==> src/rtl/seg7_scan_driver_if.sv <==
// rtl/seg7_scan_driver_if.sv - value/control inputs and display pin outputs of the 7-segment scan driver
interface seg7_scan_driver_if #(
    parameter int NUM_DIGITS = 4
);
    logic                      en;
    logic                      load;
    logic [4*NUM_DIGITS-1:0]   digits_in;
    logic [NUM_DIGITS-1:0]     dp_in;
    logic [NUM_DIGITS-1:0]     blank_in;
    logic [6:0]                seg_out;
    logic                      dp_out;
    logic [NUM_DIGITS-1:0]     dig_sel;
    logic                      frame_done;

    modport master (
        output en, load, digits_in, dp_in, blank_in,
        input  seg_out, dp_out, dig_sel, frame_done
    );

    modport slave (
        input  en, load, digits_in, dp_in, blank_in,
        output seg_out, dp_out, dig_sel, frame_done
    );
endinterface

==> src/rtl/seg7_scan_driver.sv <==
// rtl/seg7_scan_driver.sv - time-multiplexed hex 7-segment scanner with ghost guard and frame-aligned double buffer
module seg7_scan_driver #(
    parameter int NUM_DIGITS   = 4,
    parameter int REFRESH_DIV  = 50000,
    parameter int GUARD_CYCLES = 16,
    parameter int SEG_ACT_LOW  = 0,
    parameter int DIG_ACT_LOW  = 0,
    parameter int LZ_BLANK     = 0
) (
    input  logic               clk,
    input  logic               rst_n,
    seg7_scan_driver_if.slave  bus
);
    localparam int IDX_W = $clog2(NUM_DIGITS);
    localparam int CNT_W = $clog2(REFRESH_DIV);
    localparam int DW    = 4 * NUM_DIGITS;

    localparam logic [CNT_W-1:0]      DIV_LAST   = CNT_W'(REFRESH_DIV - 1);
    localparam logic [CNT_W-1:0]      GUARD_LAST = CNT_W'(GUARD_CYCLES - 1);
    localparam logic [IDX_W-1:0]      IDX_LAST   = IDX_W'(NUM_DIGITS - 1);
    localparam logic [6:0]            SEG_OFF    = {7{SEG_ACT_LOW != 0}};
    localparam logic                  DP_OFF     = (SEG_ACT_LOW != 0);
    localparam logic [NUM_DIGITS-1:0] DIG_OFF    = {NUM_DIGITS{DIG_ACT_LOW != 0}};

    typedef enum logic [1:0] {
        IDLE  = 2'd0,
        GUARD = 2'd1,
        SHOW  = 2'd2
    } state_t;

    state_t                 state_q, state_d;
    logic [CNT_W-1:0]       cnt_q, cnt_d;
    logic [IDX_W-1:0]       idx_q, idx_d;

    logic [DW-1:0]          stg_dig_q, stg_dig_d;
    logic [NUM_DIGITS-1:0]  stg_dp_q, stg_dp_d;
    logic [NUM_DIGITS-1:0]  stg_blank_q, stg_blank_d;
    logic [DW-1:0]          disp_dig_q, disp_dig_d;
    logic [NUM_DIGITS-1:0]  disp_dp_q, disp_dp_d;
    logic [NUM_DIGITS-1:0]  disp_blank_q, disp_blank_d;
    logic                   pend_q, pend_d;

    logic [6:0]             seg_q, seg_d;
    logic                   dp_q, dp_d;
    logic [NUM_DIGITS-1:0]  dig_q, dig_d;
    logic                   fd_q, fd_d;

    logic                   frame_end;
    logic [NUM_DIGITS-1:0]  lz_dark;
    logic [3:0]             cur_nib;
    logic                   cur_dark;

    function automatic logic [6:0] hex7(input logic [3:0] v);
        logic [6:0] s;
        case (v)
            4'h0: s = 7'b0111111;
            4'h1: s = 7'b0000110;
            4'h2: s = 7'b1011011;
            4'h3: s = 7'b1001111;
            4'h4: s = 7'b1100110;
            4'h5: s = 7'b1101101;
            4'h6: s = 7'b1111101;
            4'h7: s = 7'b0000111;
            4'h8: s = 7'b1111111;
            4'h9: s = 7'b1101111;
            4'hA: s = 7'b1110111;
            4'hB: s = 7'b1111100;
            4'hC: s = 7'b0111001;
            4'hD: s = 7'b1011110;
            4'hE: s = 7'b1111001;
            default: s = 7'b1110001;
        endcase
        return s;
    endfunction

    // Last cycle of the final digit's slot: the only point where the display buffer may change while scanning.
    assign frame_end = (state_q == SHOW) && (idx_q == IDX_LAST) && (cnt_q == DIV_LAST);

    always_comb begin
        state_d = state_q;
        cnt_d   = cnt_q;
        idx_d   = idx_q;
        if (!bus.en) begin
            state_d = IDLE;
            cnt_d   = '0;
            idx_d   = '0;
        end else begin
            case (state_q)
                IDLE: begin
                    state_d = GUARD;
                    cnt_d   = '0;
                    idx_d   = '0;
                end
                GUARD: begin
                    cnt_d = cnt_q + 1'b1;
                    if (cnt_q == GUARD_LAST) begin
                        state_d = SHOW;
                    end
                end
                SHOW: begin
                    if (cnt_q == DIV_LAST) begin
                        state_d = GUARD;
                        cnt_d   = '0;
                        idx_d   = (idx_q == IDX_LAST) ? '0 : idx_q + 1'b1;
                    end else begin
                        cnt_d = cnt_q + 1'b1;
                    end
                end
                default: begin
                    state_d = IDLE;
                    cnt_d   = '0;
                    idx_d   = '0;
                end
            endcase
        end
    end

    always_comb begin
        stg_dig_d    = stg_dig_q;
        stg_dp_d     = stg_dp_q;
        stg_blank_d  = stg_blank_q;
        disp_dig_d   = disp_dig_q;
        disp_dp_d    = disp_dp_q;
        disp_blank_d = disp_blank_q;
        pend_d       = pend_q;
        if (bus.load) begin
            stg_dig_d   = bus.digits_in;
            stg_dp_d    = bus.dp_in;
            stg_blank_d = bus.blank_in;
            pend_d      = 1'b1;
        end
        if (frame_end) begin
            if (bus.load) begin
                disp_dig_d   = bus.digits_in;
                disp_dp_d    = bus.dp_in;
                disp_blank_d = bus.blank_in;
            end else if (pend_q) begin
                disp_dig_d   = stg_dig_q;
                disp_dp_d    = stg_dp_q;
                disp_blank_d = stg_blank_q;
            end
            pend_d = 1'b0;
        end else if (state_q == IDLE && bus.load) begin
            disp_dig_d   = bus.digits_in;
            disp_dp_d    = bus.dp_in;
            disp_blank_d = bus.blank_in;
        end
    end

    // Walk from the most significant digit down; the run stays set only while every digit so far reads as zero.
    always_comb begin
        logic run;
        run     = 1'b1;
        lz_dark = '0;
        for (int i = NUM_DIGITS - 1; i >= 0; i--) begin
            run = run & (disp_blank_q[i] | (disp_dig_q[4*i +: 4] == 4'h0));
            if (LZ_BLANK != 0 && i > 0) begin
                lz_dark[i] = run;
            end
        end
    end

    always_comb begin
        cur_nib  = disp_dig_q[4*int'(idx_q) +: 4];
        cur_dark = disp_blank_q[idx_q] | lz_dark[idx_q];
        seg_d    = SEG_OFF;
        dp_d     = DP_OFF;
        dig_d    = DIG_OFF;
        fd_d     = frame_end;
        if (state_q == SHOW) begin
            dig_d = (NUM_DIGITS'(1) << idx_q) ^ DIG_OFF;
            if (!cur_dark) begin
                seg_d = hex7(cur_nib) ^ SEG_OFF;
                dp_d  = disp_dp_q[idx_q] ^ DP_OFF;
            end
        end
    end

    always_ff @(posedge clk) begin
        if (!rst_n) begin
            state_q      <= IDLE;
            cnt_q        <= '0;
            idx_q        <= '0;
            stg_dig_q    <= '0;
            stg_dp_q     <= '0;
            stg_blank_q  <= '0;
            disp_dig_q   <= '0;
            disp_dp_q    <= '0;
            disp_blank_q <= '0;
            pend_q       <= 1'b0;
            seg_q        <= SEG_OFF;
            dp_q         <= DP_OFF;
            dig_q        <= DIG_OFF;
            fd_q         <= 1'b0;
        end else begin
            state_q      <= state_d;
            cnt_q        <= cnt_d;
            idx_q        <= idx_d;
            stg_dig_q    <= stg_dig_d;
            stg_dp_q     <= stg_dp_d;
            stg_blank_q  <= stg_blank_d;
            disp_dig_q   <= disp_dig_d;
            disp_dp_q    <= disp_dp_d;
            disp_blank_q <= disp_blank_d;
            pend_q       <= pend_d;
            seg_q        <= seg_d;
            dp_q         <= dp_d;
            dig_q        <= dig_d;
            fd_q         <= fd_d;
        end
    end

    assign bus.seg_out    = seg_q;
    assign bus.dp_out     = dp_q;
    assign bus.dig_sel    = dig_q;
    assign bus.frame_done = fd_q;
endmodule

==> src/flat_wrapper.sv <==
// flat-port wrapper written by rule: the top's interface ports become plain ports
module seg7_scan_driver_flat 
#(
    parameter int NUM_DIGITS   = 4,
    parameter int REFRESH_DIV  = 50000,
    parameter int GUARD_CYCLES = 16,
    parameter int SEG_ACT_LOW  = 0,
    parameter int DIG_ACT_LOW  = 0,
    parameter int LZ_BLANK     = 0
)
  (clk, rst_n, bus_en, bus_load, bus_digits_in, bus_dp_in, bus_blank_in, bus_seg_out, bus_dp_out, bus_dig_sel, bus_frame_done);
  seg7_scan_driver_if #(.NUM_DIGITS(NUM_DIGITS)) bus_i ();
  input  logic clk;
  input  logic rst_n;
  input wire logic [$bits(bus_i.en)-1:0] bus_en;
  input wire logic [$bits(bus_i.load)-1:0] bus_load;
  input wire logic [$bits(bus_i.digits_in)-1:0] bus_digits_in;
  input wire logic [$bits(bus_i.dp_in)-1:0] bus_dp_in;
  input wire logic [$bits(bus_i.blank_in)-1:0] bus_blank_in;
  output wire logic [$bits(bus_i.seg_out)-1:0] bus_seg_out;
  output wire logic [$bits(bus_i.dp_out)-1:0] bus_dp_out;
  output wire logic [$bits(bus_i.dig_sel)-1:0] bus_dig_sel;
  output wire logic [$bits(bus_i.frame_done)-1:0] bus_frame_done;
  assign bus_i.en = bus_en;
  assign bus_i.load = bus_load;
  assign bus_i.digits_in = bus_digits_in;
  assign bus_i.dp_in = bus_dp_in;
  assign bus_i.blank_in = bus_blank_in;
  assign bus_seg_out = bus_i.seg_out;
  assign bus_dp_out = bus_i.dp_out;
  assign bus_dig_sel = bus_i.dig_sel;
  assign bus_frame_done = bus_i.frame_done;
  seg7_scan_driver #(.NUM_DIGITS(NUM_DIGITS), .REFRESH_DIV(REFRESH_DIV), .GUARD_CYCLES(GUARD_CYCLES), .SEG_ACT_LOW(SEG_ACT_LOW), .DIG_ACT_LOW(DIG_ACT_LOW), .LZ_BLANK(LZ_BLANK)) u_core (.clk(clk), .rst_n(rst_n), .bus(bus_i));
endmodule
==> config.mk <==
export PLATFORM = sky130hd
export DESIGN_NAME = seg7_scan_driver_flat
export DESIGN_NICKNAME = d
export VERILOG_FILES = /design/src/rtl/seg7_scan_driver_if.sv /design/src/rtl/seg7_scan_driver.sv /design/src/flat_wrapper.sv
export SDC_FILE = /design/constraint.sdc
export NUM_CORES = 1
export LEC_CHECK = 0
export ABC_AREA = 1
export CORE_ASPECT_RATIO = 1.75
export CORE_MARGIN = 3
export CORE_UTILIZATION = 50
export CTS_BUF_LIST = sky130_fd_sc_hd__clkbuf_8
export DETAILED_ROUTE_END_ITERATION = 8
export MAX_ROUTING_LAYER = met4
export PLACE_DENSITY = 0.76
export RECOVER_POWER = 100
export SYNTH_ARGS = -nofsm -noshare
export SYNTH_HDL_FRONTEND = slang
export SYNTH_SLANG_ARGS = --single-unit
==> constraint.sdc <==
create_clock -name clk -period 2.07 [get_ports clk]
set_input_delay 0.5175 -clock clk [delete_from_list [all_inputs] [get_ports clk]]
set_output_delay 0.5175 -clock clk [all_outputs]
set_load 0.005 [all_outputs]
==> results.sh, run 1 <==
export IMPL_status="complete, no violations"
export IMPL_routed_via_density=5.27
export IMPL_ys_warn_count=0
export IMPL_die_h_microns=125
export IMPL_cts_root_buffer="clkbuf_8"
export IMPL_htree_levels=3
export IMPL_max_freq_mhz=518
export IMPL_antenna_found_initial=0
export IMPL_synth_largest_area_cell="dfxtp_1"
export IMPL_die_w_microns=74.1
export IMPL_drt_first_pass_iters=4
export IMPL_ys_top_cells_by_area="dfxtp_1, nor2_1, nand2_1"
export IMPL_core_sq_mm=0.00772
export IMPL_drive_above_1_share=0.0929
export IMPL_grt_use_total=0.214
export IMPL_tritoncts="built"
export IMPL_layout_min_cycle_time_ns=1.93
export IMPL_io_pins=41
export IMPL_rows=42
export IMPL_nNetsFinal=639
export IMPL_synthCells=551
export IMPL_dpl_hpwl_mm=6.66
export IMPL_path_clk_slew_ns=0.08
export IMPL_cts_buffers=9
export IMPL_worst_slew_pin_slew_ns=0.883
export IMPL_clockBufferDepth=2
export IMPL_slowest_delay_ns=0.36
export IMPL_tns_ns=0
export IMPL_synthFlopType="dfxtp_1"
export IMPL_syn_avg_cell_area_sq_um=7.36
export IMPL_vias=3642
export IMPL_max_slew_margin_rel=0.411
export IMPL_start_kind="register"
export IMPL_start_util=0.525
export IMPL_wl_per_cell_microns=12.9
export IMPL_synth_cell_type_count=34
export IMPL_port_buffers=40
export IMPL_synth_seq_area_share=0.405
export IMPL_fin_skew_ns=0.00949
export IMPL_grt_max_degree=29
export IMPL_fp_dieArea_sq_mm=0.00927
export IMPL_arrival_ns=2.18
export IMPL_nFillCells=712
export IMPL_antenna_cells=0
export IMPL_postRouteAntennaNets=0
export IMPL_syn2layout_area_growth_pct=18.6
export IMPL_end_kind="register"
export IMPL_synth_nets=592
export IMPL_required_ns=2.32
export IMPL_postCtsSetupBuffers=0
export IMPL_cellLeakagePower_nw=2.20
export IMPL_worstPathMaxFanout=21
export IMPL_finalSetupViolCount=0
export IMPL_clock_sinks=82
export IMPL_clkLatencyLatePin_ns=0.36
export IMPL_power_density_mw_per_mm2=721
export IMPL_hold_violations=0
export IMPL_synth_edf_count=0
export IMPL_rsz0062_at_grt="false"
export IMPL_crit_chain="ha_1 -> nand3_2 -> nor2_1 -> buf_4 -> nand4_4 -> nand2_1 -> inv_2 -> buf_6 -> nor2_1 -> nor2_1"
export IMPL_synth_seq_cells=82
export IMPL_async_flop_share=0
export IMPL_drc_errors=0
export IMPL_grt_pass1_vias=3582
export IMPL_drv_slew=0
export IMPL_critPathKind="reg -> reg"
export IMPL_maxCapViolCount=0
export IMPL_grt_pass1_wl_mm=15.2
export IMPL_min_period_over_period=0.932
export IMPL_hp_class="reg -> reg"
export IMPL_drt_iter0_drc=195
export IMPL_worst_path_most_repeated_cell="nor2_1"
export IMPL_synth_top_area_frac=0.405
export IMPL_cp_slowest_cell="dfxtp_1"
export IMPL_routed_wl_mm=8.94
export IMPL_utilization=0.623
export IMPL_peakVddDrop_uv=439
export IMPL_gr_total_overflow=0
export IMPL_place_congestion=0.872
export IMPL_netlist_area_sq_mm=0.00406
worst paths after layout:
path | startpoint | endpoint | slack, ns | cells past startpoint
max | u_core.cnt_q[0] | u_core.disp_dig_q[13] | 0.14 | 10
min | u_core.cnt_q[0] | u_core.cnt_q[0] | 0.46 | 1
max reg2reg | u_core.cnt_q[0] | u_core.disp_dig_q[13] | 0.14 | 10
min reg2reg | u_core.cnt_q[0] | u_core.cnt_q[0] | 0.46 | 1
stage by stage:
step                      cell area, sq um  total power [mW]  worst slack [ns]  hold WS, ns  cells
after global placement                4590              2.07            0.0904        0.427    675
after CTS                             4840              3.50             0.171        0.457    691
final                                 4810              3.47             0.140        0.455    691
after global routing                  4810              3.63            0.0146        0.475    691
after detailed placement              4590              2.08            0.0204        0.443    675
after floorplan                       4060              1.95             0.420        0.418    551
sequential cells by signal, indices dropped and copies added (netlist names):
register and cells:
u_core.disp_dig_q 16, u_core.cnt_q 16, u_core.idx_q 2, u_core.disp_blank_q 4, u_core.bus.seg_out 7, u_core.stg_dig_q 16
u_core.disp_dp_q 4, u_core.bus.dp_out 1, u_core.pend_q 1, u_core.bus.dig_sel 4, u_core.stg_blank_q 4, u_core.stg_dp_q 4
u_core.state_q 2, u_core.bus.frame_done 1
cells in the mapped netlist (2+ instances only):
cell / n
nor2_8: 2
o21ai_1: 7
nor2_2: 2
a21oi_1: 22
nor2_1: 115
buf_2: 9
inv_1: 35
mux2i_1: 21
nor3_1: 8
inv_2: 8
buf_1: 2
xor2_1: 6
nand3_1: 28
nand2_2: 6
xnor2_1: 3
nand3_2: 3
nand2_1: 113
ha_1: 13
nand4_1: 6
buf_6: 5
o21ai_0: 23
clkbuf_1: 5
nand3b_1: 17
dfxtp_1: 82
cell type report:
cell class / count / area, sq um / share of cell area
flip-flops and latches: 82 / 1640 / 0.341
well taps: 88 / 110 / 0.0229
clock buffers: 11 / 151 / 0.0315
inverters: 43 / 161 / 0.0336
clock inverters: 5 / 100 / 0.0208
multi-input cells: 404 / 2100 / 0.436
repair buffers: 58 / 547 / 0.114
worst max-delay path: cells and delay by family, from the launching register on:
kind | cells | cell delay, ns
fa+ha+maj | 1 | 0.22
buf+inv | 3 | 0.40
flops | 1 | 0.36
simple gates | 6 | 0.85
what timing repair did:
item	CTS	global route
endpoints found under the setup margin	0	1
hold buffers	0	0
gates resized for setup	0	1
routing by layer:
layer | vias up | share of wire | global-route usage | routed length [microns]
li1 | 1858 | - | - | -
met1 | 1681 | 0.39 | 0.216 | 3460
met2 | 73 | 0.55 | 0.373 | 4900
met3 | 30 | 0.031 | 0.0458 | 276
met4 | 0 | 0.035 | 0.110 | 309
met5 | - | 0 | - | 0
cell families after synthesis:
family                     count (synthesis)  synth area share
adders and majority gates                 13            0.0401
muxes                                     21            0.0518
buffers and inverters                     65            0.0731
DFF                                       82             0.405
AOI/OAI and AO/OA                         55            0.0694
and+or+nand+nor                          306             0.341
xor gates and xnor gates                   9            0.0194
power by group:
part           switching (mW)  leakage (nW)  internal, mW
Clock                   0.565         0.129         0.863
Sequential             0.0260         0.672          1.64
Combinational           0.204          1.40         0.169
Total                   0.795          2.20          2.68
placed cells by master, fill, tap and decap left out, drive strengths merged, types with 7 or more instances in the layout:
| cell | instances |
|---|---|
| o21ai | 30 |
| inv | 43 |
| nand2 | 120 |
| nand3b | 17 |
| ha | 13 |
| nand4 | 7 |
| nor2 | 119 |
| a21oi | 22 |
| nand3 | 31 |
| nor3 | 9 |
| buf | 15 |
| dfxtp | 82 |
| clkbuf | 14 |
| dlygate4sd3 | 13 |
| mux2i | 21 |
| clkdlybuf4s50 | 27 |
No activity file was read; power rests on OpenSTA's default activity.
==> run 2: changes to the inputs <==
RECOVER_POWER = 50   (was 100)
==> run 2 against run 1 <==
Effect of this change: clock-buffer cell count did not move; clock skew grew 0.0020 ns; combinational power increased by 1%; core utilization grew 0.42 points; maximum frequency up 2.6%; critical path type unchanged; critical endpoint is now u_core.cnt_q[14].
==> results.sh, run 2 (synthesis results as in run 1) <==
export IMPL_cts_root_buffer="clkbuf_8"
export IMPL_die_w_microns=74.1
export IMPL_clockPowerShare=0.412
export IMPL_reg2reg_from="u_core.cnt_q[0]"
export IMPL_hp_class="reg -> reg"
export IMPL_netSwitchingFraction=0.231
export IMPL_nFillCells=709
export IMPL_routed_via_density=5.30
export IMPL_cts_hold_buf=0
export IMPL_crit_chain="ha_1 -> nand3_2 -> nor2_1 -> nand2_1 -> nand2_2 -> nand2_2 -> nand2_2 -> inv_1 -> nand2_1 -> nor2_1"
export IMPL_nNetsFinal=639
export IMPL_worst_slew_pin_slew_ns=0.892
export IMPL_grt_pass1_vias=3582
export IMPL_syn2layout_area_growth_pct=19.4
export IMPL_worstSetupStartpoint="u_core.cnt_q[0]"
export IMPL_grt_pass1_wl_mm=15.2
export IMPL_finalSetupViolCount=0
export IMPL_rsz0062_at_grt="false"
export IMPL_slowest_delay_ns=0.36
export IMPL_port_buffers=40
export IMPL_status="complete, no violations"
export IMPL_r2r_end="u_core.cnt_q[14]"
export IMPL_reg2reg_setup_slack_ns=0.19
export IMPL_max_freq_mhz=532
export IMPL_peakVddDrop_uv=439
export IMPL_rows=42
export IMPL_fp_dieArea_sq_mm=0.00927
export IMPL_worst_path_most_repeated_cell="nand2_2"
export IMPL_postCtsSetupBuffers=0
export IMPL_start_util=0.525
export IMPL_gr_total_overflow=0
export IMPL_final_common_cell="nor2_1"
export IMPL_drive_above_1_share=0.0978
export IMPL_postRouteAntennaNets=0
export IMPL_grt_max_degree=29
export IMPL_cellLeakagePower_nw=2.21
export IMPL_p_comb_frac=0.108
export IMPL_path_clk_slew_ns=0.08
export IMPL_dpl_worst_slack_ns=0.0204
export IMPL_worstPathMaxFanout=16
export IMPL_die_h_microns=125
export IMPL_dpl_hpwl_mm=6.66
export IMPL_clock_sinks=82
export IMPL_vias=3659
export IMPL_maxCapViolCount=0
export IMPL_core_sq_mm=0.00772
export IMPL_cp_slowest_cell="dfxtp_1"
export IMPL_fin_skew_ns=0.0115
export IMPL_drv_slew=0
export IMPL_io_pins=41
export IMPL_critPathKind="reg -> reg"
export IMPL_whs_path_depth=1
export IMPL_place_congestion=0.872
export IMPL_reg2reg_depth=10
export IMPL_htree_levels=3
export IMPL_power_density_mw_per_mm2=719
export IMPL_antenna_cells=0
export IMPL_arrival_ns=2.14
export IMPL_max_slew_margin_rel=0.404
export IMPL_clockBufferDepth=2
export IMPL_end_kind="register"
export IMPL_antenna_found_initial=0
export IMPL_seq_power_share=0.480
export IMPL_final_cell_mix="nor2_1, nand2_1, dfxtp_1"
export IMPL_grt_use_total=0.214
export IMPL_internal_power_mw=2.68
export IMPL_tns_ns=0
export IMPL_drc_errors=0
export IMPL_drt_iter0_drc=188
export IMPL_start_kind="register"
export IMPL_wl_per_cell_microns=13.0
export IMPL_p_switching_uw=805
export IMPL_tritoncts="built"
export IMPL_timing_hold_ws_ns=0.454
export IMPL_required_ns=2.33
export IMPL_hold_violations=0
export IMPL_drt_first_pass_iters=6
export IMPL_clkLatencyLatePin_ns=0.36
export IMPL_routed_wl_mm=8.96
export IMPL_setup_slack_ns=0.189
export IMPL_finalPower_mw=3.48
export IMPL_min_period_over_period=0.909
export IMPL_reg_top3="u_core.cnt_q (16), u_core.disp_dig_q (16), u_core.stg_dig_q (16)"
export IMPL_cts_buffers=9
export IMPL_layout_min_cycle_time_ns=1.88
export IMPL_crit_end="u_core.cnt_q[14]"
-- run 2: changes by cell type in the layout (fill, tap and decap cells not counted), sizes merged --
cell    before  now
clkbuf      14   12
buf         15   17
-- run 2: layout make-up --
cell class	instances	area (sq um)	area share
Clock buffer	11	151	0.0313
Clock inverter	5	100	0.0207
Inverter	43	161	0.0333
Multi-Input combinational cell	404	2120	0.437
Sequential cell	82	1640	0.339
Tap cell	88	110	0.0227
Timing Repair Buffer	58	561	0.116
-- run 2: how the worst min path moves through the flow --
stage | from | end | slack [ns]
2_1_floorplan | u_core.cnt_q[0] | u_core.cnt_q[0] | 0.42
6_report | u_core.cnt_q[0] | u_core.cnt_q[0] | 0.45
5_1_grt | u_core.cnt_q[0] | u_core.cnt_q[0] | 0.48
3_3_place_gp | u_core.cnt_q[0] | u_core.cnt_q[0] | 0.43
3_5_place_dp | u_core.cnt_q[0] | u_core.cnt_q[0] | 0.44
4_1_cts | u_core.cnt_q[0] | u_core.cnt_q[0] | 0.46
-- run 2: power groups by stage --
stage	logic, mW	clock network (mW)	registers [mW]
3_3_place_gp	0.366	0	1.70
5_1_grt	0.430	1.53	1.68
3_5_place_dp	0.376	0	1.71
2_1_floorplan	0.257	0	1.70
6_report	0.377	1.44	1.67
4_1_cts	0.379	1.46	1.67
-- run 2: layer usage --
metal  track usage  vias up  part of all wire
met3        0.0458       29             0.033
met1         0.216     1693              0.39
li1              -     1862                 -
met4         0.110        0             0.034
met2         0.373       75              0.54
met5             -        -                 0
-- run 2: critical path: cells and delay by family, from the launching register on --
kind                       cells  cell delay [ns]
adders and majority gates      1             0.22
buffers and inverters          1             0.07
DFF                            1             0.36
and+or+nand+nor                8             1.15
-- run 2: repair_timing --
action / in CTS / in global routing
setup endpoints to repair: 0 / 1
resized for setup: 0 / 1
hold endpoints to repair: 0 / 0
-- run 2: metrics by stage --
step	cells	utilization	area (sq um)
final	691	0.627	4840
after global routing	691	0.627	4840
after CTS	691	0.627	4840
after detailed placement	675	0.594	4590
after global placement	675	0.594	4590
after floorplan	551	-	4060
